$ cat src/rtl/line_buffer_feeder_pkg.sv
// Shared types and constants for the line_buffer source-side feeder.
// Mode encodings match line_buffer.line_buffer_mod.
package line_buffer_feeder_pkg;

   localparam int FEATURE_WIDTH = 8;
   localparam int KERNEL_SIZE   = 5;

   localparam logic LB_MODE_FILL   = 1'b0;
   localparam logic LB_MODE_STREAM = 1'b1;

   typedef enum logic [2:0] {
      ST_IDLE   = 3'd0,
      ST_CHECK  = 3'd1,
      ST_FILL   = 3'd2,
      ST_STREAM = 3'd3,
      ST_DRAIN  = 3'd4,
      ST_DONE   = 3'd5
   } state_t;

   function automatic logic kernel_supported(input logic [2:0] k);
      return (k == 3'd3) || (k == 3'd5);
   endfunction

endpackage

$ cat src/rtl/lb_feed_addr_gen.sv
// Row/column read-address counters: column wraps W-1 -> 0 and bumps the row.
// Moves only on an issued read; load restarts at a given row, column 0.
module lb_feed_addr_gen #(
   parameter int ADDR_WIDTH = 8
) (
   input  logic                  clk,
   input  logic                  rst,
   input  logic                  load,
   input  logic [ADDR_WIDTH-1:0] load_row,
   input  logic                  advance,
   input  logic [ADDR_WIDTH-1:0] width,
   output logic [ADDR_WIDTH-1:0] row,
   output logic [ADDR_WIDTH-1:0] col,
   output logic                  col_end
);

   localparam logic [ADDR_WIDTH-1:0] ONE = {{(ADDR_WIDTH-1){1'b0}}, 1'b1};

   assign col_end = (col == width - ONE);

   always_ff @(posedge clk) begin
      if (rst) begin
         row <= '0;
         col <= '0;
      end else if (load) begin
         row <= load_row;
         col <= '0;
      end else if (advance) begin
         if (col_end) begin
            col <= '0;
            row <= row + ONE;
         end else begin
            col <= col + ONE;
         end
      end
   end

endmodule

$ cat src/rtl/line_buffer_feeder.sv
// Feeds line_buffer from row-banked feature RAM: k-1 rows filled in parallel, then one row per line.
// Read-to-lb_data_in latency 2; stall blocks new reads only (2 beats in flight). Optional LB_FEEDER_STATS_EN adds stat_win_cnt.
module line_buffer_feeder
   import line_buffer_feeder_pkg::*;
#(
   parameter int DATA_WIDTH  = FEATURE_WIDTH,
   parameter int KERNEL_SIZE = line_buffer_feeder_pkg::KERNEL_SIZE,
   parameter int ADDR_WIDTH  = 8
) (
   input  logic                              clk,
   input  logic                              rst,
   input  logic                              start,
   input  logic [2:0]                        cfg_kernel_size,
   input  logic [ADDR_WIDTH-1:0]             cfg_fm_width,
   input  logic [ADDR_WIDTH-1:0]             cfg_fm_height,
   input  logic                              stall,
   output logic                              fm_rd_en,
   output logic [ADDR_WIDTH-1:0]             fm_rd_row,
   output logic [ADDR_WIDTH-1:0]             fm_rd_col,
   input  logic [DATA_WIDTH*KERNEL_SIZE-1:0] fm_rd_data,
   output logic                              lb_enable,
   output logic                              lb_mode,
   output logic [2:0]                        lb_kernel_size,
   output logic [7:0]                        lb_depth,
   output logic [DATA_WIDTH*KERNEL_SIZE-1:0] lb_data_in,
   output logic                              col_valid,
   output logic                              col_last,
   output logic                              busy,
   output logic                              done,
`ifdef LB_FEEDER_STATS_EN
   output logic [15:0]                       stat_win_cnt,
`endif
   output logic                              cfg_err
);

   localparam logic [ADDR_WIDTH-1:0] ONE = {{(ADDR_WIDTH-1){1'b0}}, 1'b1};

   state_t state, state_nxt;

   logic [2:0]            cfg_k;
   logic [ADDR_WIDTH-1:0] cfg_w;
   logic [ADDR_WIDTH-1:0] cfg_h;
   logic                  cfg_bad;
   logic                  start_acc;

   logic                  issue;
   logic                  addr_load;
   logic [ADDR_WIDTH-1:0] addr_load_row;
   logic [ADDR_WIDTH-1:0] row;
   logic [ADDR_WIDTH-1:0] col;
   logic                  col_end;

   logic                  s1_vld;
   logic                  s1_mode;
   logic                  s1_last;
   logic                  lb_last;
   logic [DATA_WIDTH*KERNEL_SIZE-1:0] mapped;

   // The top RAM slot is never needed: fill uses k-1 rows at most, stream only slot 0.
   logic unused_top_slot;
   assign unused_top_slot = ^fm_rd_data[(KERNEL_SIZE-1)*DATA_WIDTH +: DATA_WIDTH];

   assign start_acc = start && (state == ST_IDLE);
   assign cfg_bad   = !kernel_supported(cfg_k) || (cfg_w == '0) ||
                      (cfg_h < ADDR_WIDTH'(cfg_k));

   lb_feed_addr_gen #(
      .ADDR_WIDTH (ADDR_WIDTH)
   ) u_addr_gen (
      .clk      (clk),
      .rst      (rst),
      .load     (addr_load),
      .load_row (addr_load_row),
      .advance  (issue),
      .width    (cfg_w),
      .row      (row),
      .col      (col),
      .col_end  (col_end)
   );

   always_ff @(posedge clk) begin
      if (rst) state <= ST_IDLE;
      else     state <= state_nxt;
   end

   always_comb begin
      state_nxt = state;
      case (state)
         ST_IDLE:   if (start) state_nxt = ST_CHECK;
         ST_CHECK:  state_nxt = cfg_bad ? ST_DONE : ST_FILL;
         ST_FILL:   if (issue && col_end) state_nxt = ST_STREAM;
         ST_STREAM: if (issue && col_end && (row == cfg_h - ONE)) state_nxt = ST_DRAIN;
         ST_DRAIN:  if (!s1_vld) state_nxt = ST_DONE;
         ST_DONE:   state_nxt = ST_IDLE;
         default:   state_nxt = ST_IDLE;
      endcase
   end

   always_comb begin
      busy          = (state != ST_IDLE);
      done          = (state == ST_DONE);
      issue         = ((state == ST_FILL) || (state == ST_STREAM)) && !stall;
      fm_rd_en      = issue;
      fm_rd_row     = issue ? row : '0;
      fm_rd_col     = issue ? col : '0;
      // Fill ends by jumping straight to the first row that is not yet buffered.
      addr_load     = (state == ST_CHECK) || ((state == ST_FILL) && issue && col_end);
      addr_load_row = (state == ST_FILL) ? ADDR_WIDTH'(cfg_k) - ONE : '0;
   end

   always_ff @(posedge clk) begin
      if (rst) begin
         cfg_k          <= '0;
         cfg_w          <= '0;
         cfg_h          <= '0;
         cfg_err        <= 1'b0;
         lb_kernel_size <= '0;
         lb_depth       <= '0;
      end else if (start_acc) begin
         cfg_k   <= cfg_kernel_size;
         cfg_w   <= cfg_fm_width;
         cfg_h   <= cfg_fm_height;
         cfg_err <= 1'b0;
      end else if (state == ST_CHECK) begin
         cfg_err        <= cfg_bad;
         lb_kernel_size <= cfg_k;
         lb_depth       <= 8'(cfg_w - ONE);
      end
   end

   always_comb begin
      mapped = '0;
      if (s1_mode == LB_MODE_STREAM) begin
         mapped[0 +: DATA_WIDTH] = fm_rd_data[0 +: DATA_WIDTH];
      end else begin
         for (int j = 0; j < KERNEL_SIZE - 1; j++) begin
            if (j + 1 < int'(lb_kernel_size))
               mapped[(j+1)*DATA_WIDTH +: DATA_WIDTH] = fm_rd_data[j*DATA_WIDTH +: DATA_WIDTH];
         end
      end
   end

   always_ff @(posedge clk) begin
      if (rst) begin
         s1_vld     <= 1'b0;
         s1_mode    <= LB_MODE_FILL;
         s1_last    <= 1'b0;
         lb_enable  <= 1'b0;
         lb_mode    <= LB_MODE_FILL;
         lb_last    <= 1'b0;
         lb_data_in <= '0;
      end else begin
         s1_vld     <= issue;
         s1_mode    <= (state == ST_STREAM) ? LB_MODE_STREAM : LB_MODE_FILL;
         s1_last    <= col_end;
         lb_enable  <= s1_vld;
         lb_mode    <= s1_mode;
         lb_last    <= s1_last;
         lb_data_in <= s1_vld ? mapped : '0;
      end
   end

   assign col_valid = lb_enable && (lb_mode == LB_MODE_STREAM);
   assign col_last  = col_valid && lb_last;

`ifdef LB_FEEDER_STATS_EN
   always_ff @(posedge clk) begin
      if (rst || start_acc)
         stat_win_cnt <= '0;
      else if (col_valid && (stat_win_cnt != 16'hFFFF))
         stat_win_cnt <= stat_win_cnt + 16'd1;
   end
`endif

endmodule

$ cat config.mk
export PLATFORM = sky130hd
export DESIGN_NAME = line_buffer_feeder
export DESIGN_NICKNAME = d
export VERILOG_FILES = /design/src/rtl/line_buffer_feeder_pkg.sv /design/src/rtl/lb_feed_addr_gen.sv /design/src/rtl/line_buffer_feeder.sv
export SDC_FILE = /design/constraint.sdc
export NUM_CORES = 1
export LEC_CHECK = 0
export ABC_AREA = 1
export CAP_MARGIN = 20
export CORE_UTILIZATION = 41
export CTS_CLUSTER_DIAMETER = 40
export DETAILED_ROUTE_END_ITERATION = 10
export PLACE_DENSITY = 0.72
export SLEW_MARGIN = 20
export SYNTH_ARGS = -nofsm -noshare
export SYNTH_HDL_FRONTEND = slang
export SYNTH_SLANG_ARGS = --single-unit
$ cat constraint.sdc
create_clock -name clk -period 4.8 [get_ports clk]
set_input_delay 1.2 -clock clk [delete_from_list [all_inputs] [get_ports clk]]
set_output_delay 1.2 -clock clk [all_outputs]
set_load 0.01 [all_outputs]
**Yosys cells after proc, flatten, opt, wreduce, memory -nomap -nowiden**

Cells that the tools add are included.

- Input port bits: 63
- Output and inout port bits: 75
- Bits in registers: 96
- Word-level logic and storage cells: 94

- Add/sub/neg operators: 5
- Mux-type cells: 14
- Bitwise operators: 7
- Order comparisons: 5
- Equality and inequality tests: 13
- Reductions and logical operators: 30

Operators with widths:

| operator | count |
|---|---|
| 8-bit two-way mux | 7 |
| 8-bit by 1-bit adder with 8-bit output, second input constant | 2 |
| 8-bit equality test | 2 |
| 4-bit OR reduction | 4 |
| 8-bit by 1-bit subtractor with 8-bit output, second input constant | 2 |
| 3-bit two-way mux | 5 |
| 3-bit one-hot mux with 5 select lines | 1 |
| 3-bit by 2-bit equality test with 1-bit output, second input constant | 3 |
| 3-bit equality test, second input constant | 3 |
| 1-bit logical AND | 8 |
| 8-bit logical NOT | 1 |
| 8-bit by 3-bit < comparator with 1-bit output | 1 |
| 2-bit != test, second input constant | 4 |
| 1-bit inverter | 7 |
| 2-bit by 3-bit < comparator with 1-bit output, first input constant | 2 |
| 1-bit logical OR | 5 |
| 2-bit AND reduction | 2 |
| 4-bit AND reduction | 1 |
| 2-bit nonzero test | 2 |
| 2-bit OR reduction | 2 |
| 3-bit by 1-bit subtractor with 4-bit output, second input constant | 1 |
| 3-bit by 1-bit equality test with 1-bit output, second input constant | 1 |
| 3-bit logical NOT | 1 |
| 1-bit by 3-bit < comparator with 1-bit output, first input constant | 1 |
| 5 further kinds | 6 |

**Logic depth before layout (Yosys ltp)**

Gate-level depths: netlist (run 1).

- Word-level depth: 8
- Depth in mapped cells: 16
- Depth with buffers taken out: 16

**Hierarchy**

A second synthesis (run 1) with hierarchy kept.

- Cell total of the unflattened synthesis: 665
- Area total of the unflattened synthesis: 4624.4 um^2

By module, submodules not included:

| module | instances | cells each | area an instance (um^2) |
|---|---|---|---|
| line_buffer_feeder | 1 | 454 | 3325.7 |
| lb_feed_addr_gen | 1 | 211 | 1298.7 |

**Worst setup path before layout (run 1)**

No wires, ideal clock.

- Path type: input port to output port
- Start point: input stall
- End point: output fm_rd_col[3]
- Data arrival time: 1.897 ns
- Stages: 4
- Path slack: 1.703 ns
- Required time: 3.600 ns
- Cell sequence: nor2_4 -> inv_2 -> buf_1 -> nor2_1

- Word-level cells in the longest chain between the ends: 3

RTL lines:

| element | RTL line | source |
|---|---|---|
| from (decl) | line_buffer_feeder.sv:16 | `input logic stall,` |
| 1-bit logical NOT | line_buffer_feeder.sv:102 | `issue = ((state == ST_FILL) \|\| (state == ST_STREAM)) && !stall;` |
| 1-bit logical AND | line_buffer_feeder.sv:102 |  |
| 8-bit two-way mux | line_buffer_feeder.sv:105 | `fm_rd_col = issue ? col : '0;` |
| to (decl) | line_buffer_feeder.sv:19 | `output logic [ADDR_WIDTH-1:0] fm_rd_col,` |

Every way passes these cells.

**Worst setup path in the final report (run 1)**

- Start point: input stall
- End point: output fm_rd_col[2]

Same word-level chain as after synthesis.

==> impl_metrics.ini, run 1 <==
[worst_setup_path]
critPathArrivalTime_ps = 2830
slowest_stage = clkdlybuf4s50_1
critPathRequiredTime_ps = 3600
cp-start-kind = input pin
endpoint_kind = output port
path_class = in2out
cp_common_cell = clkdlybuf4s50_1
path_max_fanout = 19
cp_cell_sequence = clkdlybuf4s50_1, nor2_4, inv_2, nor2_2, clkdlybuf4s50_1
worst_path_largest_cell_delay_ps = 560

[floorplanning]
io_pins = 138
start_util = 0.419
rows = 37
die_area_sq_um = 10900
die_h_microns = 105
core_sq_um = 10300
die_x_microns = 105

[power_and_ir_drop]
powerDensity_nw_per_um2 = 481
switching_share = 0.401
clockPowerShare = 0.202
seq_power_share = 0.372
power.leakage_nw = 2.62
power_frac_comb = 0.426
ir_drop_uv = 209
p_int_w = 0.00172
p_sw_w = 0.00115
finalPower_w = 0.00286

[synthesis]
synth_nets = 679
synthDistinctLibCells = 36
synth_top_family_by_area = simple AND/OR/NAND/NOR gates
synth-compound-area-share = 0.117
synthSimpleGateAreaFrac = 0.281
syn_inst = 606
yosys.area_share.adder = 0.0290
synth_area_sq_um = 4310
syn_avg_cell_area_sq_um = 7.11
synth_seq_cells = 96
yosysWarnings = 0
synth_xor_area_frac = 0.0163
ys_seq_area_frac = 0.446
synth_mux_area_frac = 0.00232

[clock_network]
hold_buffers = 0
htreeDepth = 3
path_clk_slew_ps = 100
cts.sinks = 96
clkLatencyLatePin_ps = 350
post_cts_resized = 0
cts_buffers = 9
clockBufferDepth = 2
post_cts_buffers = 0
cts-root-buf = clkbuf_8
cts_tree = yes

[drt]
dr.first_iter.drc_count = 262
vias = 4210
drt_wl_total_mm = 10.8
ant_nets = 0
first_pass_iters = 4
route.detailed.drc = 0
viasPerCell = 4.81
wl_per_cell_microns = 12.3

[global_route]
antenna_found_initial = 0
grt_pass1_wl_mm = 17.9
grtUsageTotal = 0.202
first_global_vias = 3856
overflow = 0
grt_max_degree = 40

[layout]
syn2layout_area_growth_pct = 38.1
mostFrequentLayoutCells = 129 x clkdlybuf4s50_1, 103 x inv_1, 103 x nor2_1
fillers = 1021
diodes = 0
fin_nets = 808
drive_gt1_frac = 0.0514
seq_area_sq_um = 1920
multi_input_area_sq_um = 1920
finalNonFillerCells = 876
final_common_cell = clkdlybuf4s50_1

[sta]
finalClockSkew_ps = 8.66
period_needed_ps = 4030
finalHoldViolations = 0
tightest_slew_ps = 587
rsz0062_at_grt = false
slew_violations = 0
setup_slack_ps = 766
slew_headroom = 0.606
finalSetupTns_ps = 0
fin_crit_sh = 0.840
fmax_ghz = 0.248
setup_viol = 0
whs_ps = 425

[hold_path]
hold_class = reg2reg

[run_status]
outcome = complete, no violations

[placed_design]
dp.cells = 860
port_buffers = 129
hpwl_mm = 8.43
gp_congestion = 0.886
place_ws_ps = 761

[run]
cap_viol_max_count = 0
-- cells in the mapped netlist --
master     number  area, sq um
a21boi_0        1         7.51
a21oi_1        44          220
a31oi_1         3         18.8
buf_1           1         3.75
buf_2           1         5.00
buf_6           1         11.3
clkbuf_1       11         41.3
clkinv_1        1         3.75
dfxtp_1        96         1920
ha_1           10          125
inv_1         103          387
inv_2           4         15.0
mux2i_1         1         10.0
nand2_1        85          319
nand2_2         2         12.5
nand3_1        48          240
nand3_2         2         20.0
nand3b_1        1         7.51
nand4_1         7         43.8
nand4_4         1         21.3
nor2_1        103          387
nor2_2          7         43.8
nor2_4          2         22.5
nor3_1          9         45.0
nor3_2          1         10.0
nor3b_1         1         7.51
nor4_1          4         25.0
o2111ai_1       1         8.76
o211ai_1        4         30.0
o21a_1          3         22.5
o21ai_0        36          180
o21ai_1         2         10.0
o31ai_1         1         7.51
or2_2           1         6.26
xnor2_1         3         26.3
xor2_1          5         43.8
-- power by group through the flow --
stage | clock (W) | sequential (W) | combinational (W)
global placement | 0 | 0.00108 | 0.00119
detailed placement | 0 | 0.00108 | 0.00121
finish | 0.000579 | 0.00107 | 0.00122
CTS | 0.000590 | 0.00106 | 0.00122
floorplan | 0 | 0.00107 | 0.000847
global route | 0.000630 | 0.00109 | 0.00140
-- logic make-up after synthesis --
| logic type | count (synthesis) |
|---|---|
| AO/OA/AOI/OAI | 95 |
| XOR/XNOR | 8 |
| adder cells (fa/ha/maj) | 10 |
| buffers and inverters | 122 |
| flip-flops | 96 |
| multiplexers | 1 |
| AND/OR/NAND/NOR | 274 |
-- worst paths after layout --
path              slack (ps)  depth (start not counted)      from                end
setup / recovery         770                          5     stall       fm_rd_col[2]
hold / removal           420                          2   s1_last            lb_last
setup reg to reg        2420                         14  cfg_w[0]  u_addr_gen.row[0]
hold reg to reg          420                          2   s1_last            lb_last
-- metal layers --
layer / global-route usage / vias up / part of all wire
li1: - / 2172 / -
met1: 0.268 / 1868 / 0.47
met2: 0.327 / 154 / 0.44
met3: 0.0262 / 16 / 0.059
met4: 0.0929 / 0 / 0.023
met5: 0 / - / 0
-- registers in the layout, summed over array words and instances (netlist names) --
| name | cells |
|---|---|
| s1_vld | 1 |
| lb_last | 1 |
| cfg_h | 8 |
| u_addr_gen.row | 8 |
| cfg_w | 8 |
| s1_last | 1 |
| lb_mode | 1 |
| lb_enable | 1 |
| cfg_err | 1 |
| lb_data_in | 40 |
| state | 3 |
| lb_kernel_size | 3 |
| s1_mode | 1 |
| lb_depth | 8 |
| cfg_k | 3 |
| u_addr_gen.col | 8 |
-- final cells by class --
type,instances,share of cell area
clock buffer,10,0.0214
clock inverter,6,0.0156
inverter,108,0.0681
multi-input combinational,388,0.323
sequential,96,0.323
tap,136,0.0286
timing repair buffer,132,0.221
-- critical path: cells and delay by family --
family	cells	cell delay, ps
buffers and inverters	3	1230
and+or+nand+nor	2	400
-- per-stage QoR --
step	utilization	instance area, sq um
after floorplan	-	4310
after global placement	0.558	5730
after detailed placement	0.558	5730
after CTS	0.579	5950
after global routing	0.579	5950
final	0.579	5950
No activity file was read; power rests on OpenSTA's default activity.
==> run 2, diff against run 1 <==
- PLACE_DENSITY: 0.72 -> 0.75
- clock period: 4.8 -> 3.31 ns (I/O delays scaled with it)
==> impl_metrics.ini, run 2 (synthesized netlist as in run 1, its figures left out) <==
[placed_design]
port_buffers = 129
gp_congestion = 0.874
hpwl_mm = 8.62
dp.cells = 863

[clock_network]
post_cts_buffers = 0
cts_tree = yes
cts.sinks = 96
hold_buffers = 0
cts-root-buf = clkbuf_8
path_clk_slew_ps = 90
post_cts_resized = 0
clockBufferDepth = 2
clkLatencyLatePin_ps = 360
htreeDepth = 3
cts_buffers = 9

[worst_setup_path]
critPathCapture = fm_rd_col[2]
rr_startpoint = cfg_w[0]
critPathRequiredTime_ps = 2480
path_class = in2out
cp-start-kind = input pin
critPathArrivalTime_ps = 2320
path_max_fanout = 19
endpoint_kind = output port
reg2regPathDepth = 14
r2r-end = u_addr_gen.row[0]
startpoint = stall
r2r_setup_slack_ps = 870

[sta]
slew_headroom = 0.570
whs_ps = 417
rsz0062_at_grt = false
finalHoldViolations = 0
fin_crit_sh = 0.950
finalClockSkew_ps = 10.3
setup_viol = 0
period_needed_ps = 3140
tightest_slew_ps = 644
slew_violations = 0
finalSetupTns_ps = 0
fmax_ghz = 0.318

[power_and_ir_drop]
powerDensity_nw_per_um2 = 712
finalPower_w = 0.00428
ir_drop_uv = 275
power.leakage_nw = 2.65

[global_route]
grt_max_degree = 40
overflow = 0
grt_pass1_wl_mm = 18.3
first_global_vias = 4000
antenna_found_initial = 0
grtUsageTotal = 0.208

[floorplanning]
die_area_sq_um = 10900
io_pins = 138
rows = 37
die_h_microns = 105
start_util = 0.419
die_x_microns = 105
core_sq_um = 10300

[layout]
fin_nets = 811
max_flop_register = lb_data_in
diodes = 0
syn2layout_area_growth_pct = 39.4
finalNonFillerCells = 879
drive_gt1_frac = 0.0565
mostFrequentLayoutCells = 129 x clkdlybuf4s50_1, 103 x inv_1, 103 x nor2_1
final_common_cell = clkdlybuf4s50_1
largest_reg_flops = 40

[drt]
ant_nets = 0
dr.first_iter.drc_count = 315
first_pass_iters = 5
drt_wl_total_mm = 11.2
viasPerCell = 4.81
route.detailed.drc = 0
wl_per_cell_microns = 12.7
vias = 4230

[hold_path]
hold_class = reg2reg

[run_status]
outcome = complete, no violations

[run]
cap_viol_max_count = 0
[run 2: layout make-up]
| type | count | area [sq um] |
|---|---|---|
| fillers | 979 | 4270 |
| flip-flops and latches | 96 | 1920 |
| multi-input cells | 388 | 1920 |
| repair buffers | 135 | 1340 |
| inverters | 108 | 405 |
| well taps | 136 | 170 |
| clock buffers | 10 | 138 |
| clock inverters | 6 | 115 |
[run 2: where the power goes]
| part | internal [W] | switching (W) |
|---|---|---|
| logic | 0.000710 | 0.00109 |
| clock network | 0.000526 | 0.000408 |
| registers | 0.00135 | 0.000190 |
[run 2: metrics by stage]
step | area [sq um] | utilization | worst slack (ps)
final | 6010 | 0.585 | 167
after detailed placement | 5760 | 0.560 | 158
after global routing | 6010 | 0.585 | 93.8
after floorplan | 4310 | - | 958
after global placement | 5760 | 0.560 | 192
after CTS | 6010 | 0.585 | 158
[run 2: critical path: stages]
cell and delay [ps]:
clkdlybuf4s50_1 460, nor2_4 140, inv_2 160, nor2_2 170
clkdlybuf4s50_1 550
[run 2: layer usage]
| metal | share of wire | GRT usage |
|---|---|---|
| met1 | 0.45 | 0.257 |
| met5 | 0 | 0 |
| met4 | 0.018 | 0.0796 |
| met3 | 0.072 | 0.0549 |
| met2 | 0.46 | 0.344 |
[run 2: worst min path at each step]
stage / cells after the start / from / slack, ps / endpoint
final: 2 / s1_last / 420 / lb_last
after global routing: 2 / s1_last / 440 / lb_last
after CTS: 2 / s1_last / 420 / lb_last
after detailed placement: 2 / s1_last / 400 / lb_last
after global placement: 2 / s1_last / 390 / lb_last
after floorplan: 2 / s1_last / 390 / lb_last
==> run 3, diff against run 2 <==
- CORE_MARGIN: unset -> 2
==> impl_metrics.ini, run 3 (synthesized netlist as in run 1, its figures left out) <==
[clock_network]
hold_buffers = 0
path_clk_slew_ps = 90
post_cts_resized = 0
cts_tree = yes
clockBufferDepth = 2
cts_buffers = 9
cts.sinks = 96
cts-root-buf = clkbuf_8
post_cts_buffers = 0
clkLatencyLatePin_ps = 360
htreeDepth = 3

[hold_path]
hold_end = lb_last
hold_class = reg2reg
holdPathStages = 2
hold_start = s1_last

[layout]
mostFrequentLayoutCells = 129 x clkdlybuf4s50_1, 103 x inv_1, 103 x nor2_1
fillers = 944
drive_gt1_frac = 0.0578
largest_reg_flops = 40
seq_area_sq_um = 1920
fin_nets = 812
final_common_cell = clkdlybuf4s50_1
diodes = 0
syn2layout_area_growth_pct = 38.4
multi_input_area_sq_um = 1920
max_flop_register = lb_data_in
finalNonFillerCells = 880

[run_status]
outcome = complete, no violations

[sta]
period_needed_ps = 3160
finalHoldViolations = 0
slew_headroom = 0.425
fmax_ghz = 0.317
setup_viol = 0
fin_crit_sh = 0.953
finalSetupTns_ps = 0
rsz0062_at_grt = false
slew_violations = 0
tightest_slew_ps = 860
finalClockSkew_ps = 9.20

[drt]
drt_wl_total_mm = 11.0
dr.first_iter.drc_count = 307
first_pass_iters = 6
viasPerCell = 4.84
vias = 4260
wl_per_cell_microns = 12.5
ant_nets = 0
route.detailed.drc = 0

[placed_design]
dp.cells = 864
hpwl_mm = 8.62
gp_congestion = 0.888
port_buffers = 129

[worst_setup_path]
critPathTopFamily = buffers and inverters
slowest_stage = clkdlybuf4s50_1
cp-start-kind = input pin
cp_common_cell = clkdlybuf4s50_1
rr_startpoint = cfg_w[0]
critPathArrivalTime_ps = 2330
r2r-end = u_addr_gen.row[0]
critPathRequiredTime_ps = 2480
cp.depth = 5
cp_cell_sequence = clkdlybuf4s50_1, nor2_4, inv_2, nor2_2, clkdlybuf4s50_1
worst_path_largest_cell_delay_ps = 560
path_class = in2out
crit_buf_inv = 3
path_max_fanout = 19
r2r_setup_slack_ps = 940
endpoint_kind = output port
reg2regPathDepth = 15

[power_and_ir_drop]
ir_drop_uv = 307
power.leakage_nw = 2.63
powerDensity_nw_per_um2 = 691

[global_route]
grtUsageTotal = 0.199
overflow = 0
grt_pass1_wl_mm = 18.3
first_global_vias = 4020
antenna_found_initial = 0
grt_max_degree = 28

[run]
cap_viol_max_count = 0

[floorplanning]
core_sq_um = 10300
die_x_microns = 107
die_area_sq_um = 11300
start_util = 0.419
rows = 37
die_h_microns = 107
io_pins = 138
run 3: worst max-delay path by stage:
stage                     start      endpoint  slack, ps
after floorplan           stall  fm_rd_col[3]        960
after global placement    stall  fm_rd_col[2]        160
after detailed placement  stall  fm_rd_col[2]        140
after CTS                 stall  fm_rd_col[2]        140
after global routing      stall  fm_rd_col[2]        110
final                     stall  fm_rd_col[2]        150
run 3: metrics by stage:
stage	worst slack [ps]	hold WS [ps]	power [W]	instance area, sq um	utilization
2_1_floorplan	958	388	0.00278	4310	-
3_3_place_gp	160	393	0.00328	5760	0.561
3_5_place_dp	144	395	0.00335	5760	0.561
4_1_cts	141	419	0.00413	5970	0.580
5_1_grt	109	428	0.00446	5970	0.580
6_report	155	415	0.00412	5970	0.580
run 3: layout make-up:
cell class	instances	share of cell area
clock inverters	7	0.0132
repair buffers	136	0.225
inverters	108	0.0680
clock buffers	9	0.0208
flip-flops and latches	96	0.322
well taps	136	0.0285
multi-input cells	388	0.322
run 3: metal layers:
| metal | GRT usage | share of wire |
|---|---|---|
| met4 | 0.0742 | 0.016 |
| met1 | 0.245 | 0.43 |
| met5 | 0 | 0 |
| met3 | 0.0405 | 0.088 |
| met2 | 0.342 | 0.46 |
run 3: report_power, final:
| group | leakage (nW) | internal [W] | switching [W] | total, W |
|---|---|---|---|---|
| Combinational | 1.75 | 0.000716 | 0.00108 | 0.00180 |
| Clock | 0.0929 | 0.000357 | 0.000422 | 0.000779 |
| Sequential | 0.781 | 0.00136 | 0.000191 | 0.00155 |
run 3: worst register-to-register path, cell delays in order, from the launching register on:
cell	delay, ps
dfxtp_1	360
inv_1	200
ha_1	300
inv_1	60
nand2_1	100
nand2_1	70
nand2_1	60
nand2_1	50
nor2_2	90
nand3_2	110
nor2_4	160
nand4_4	260
nand2_2	240
inv_2	60
nor2_1	90
a21oi_1	70
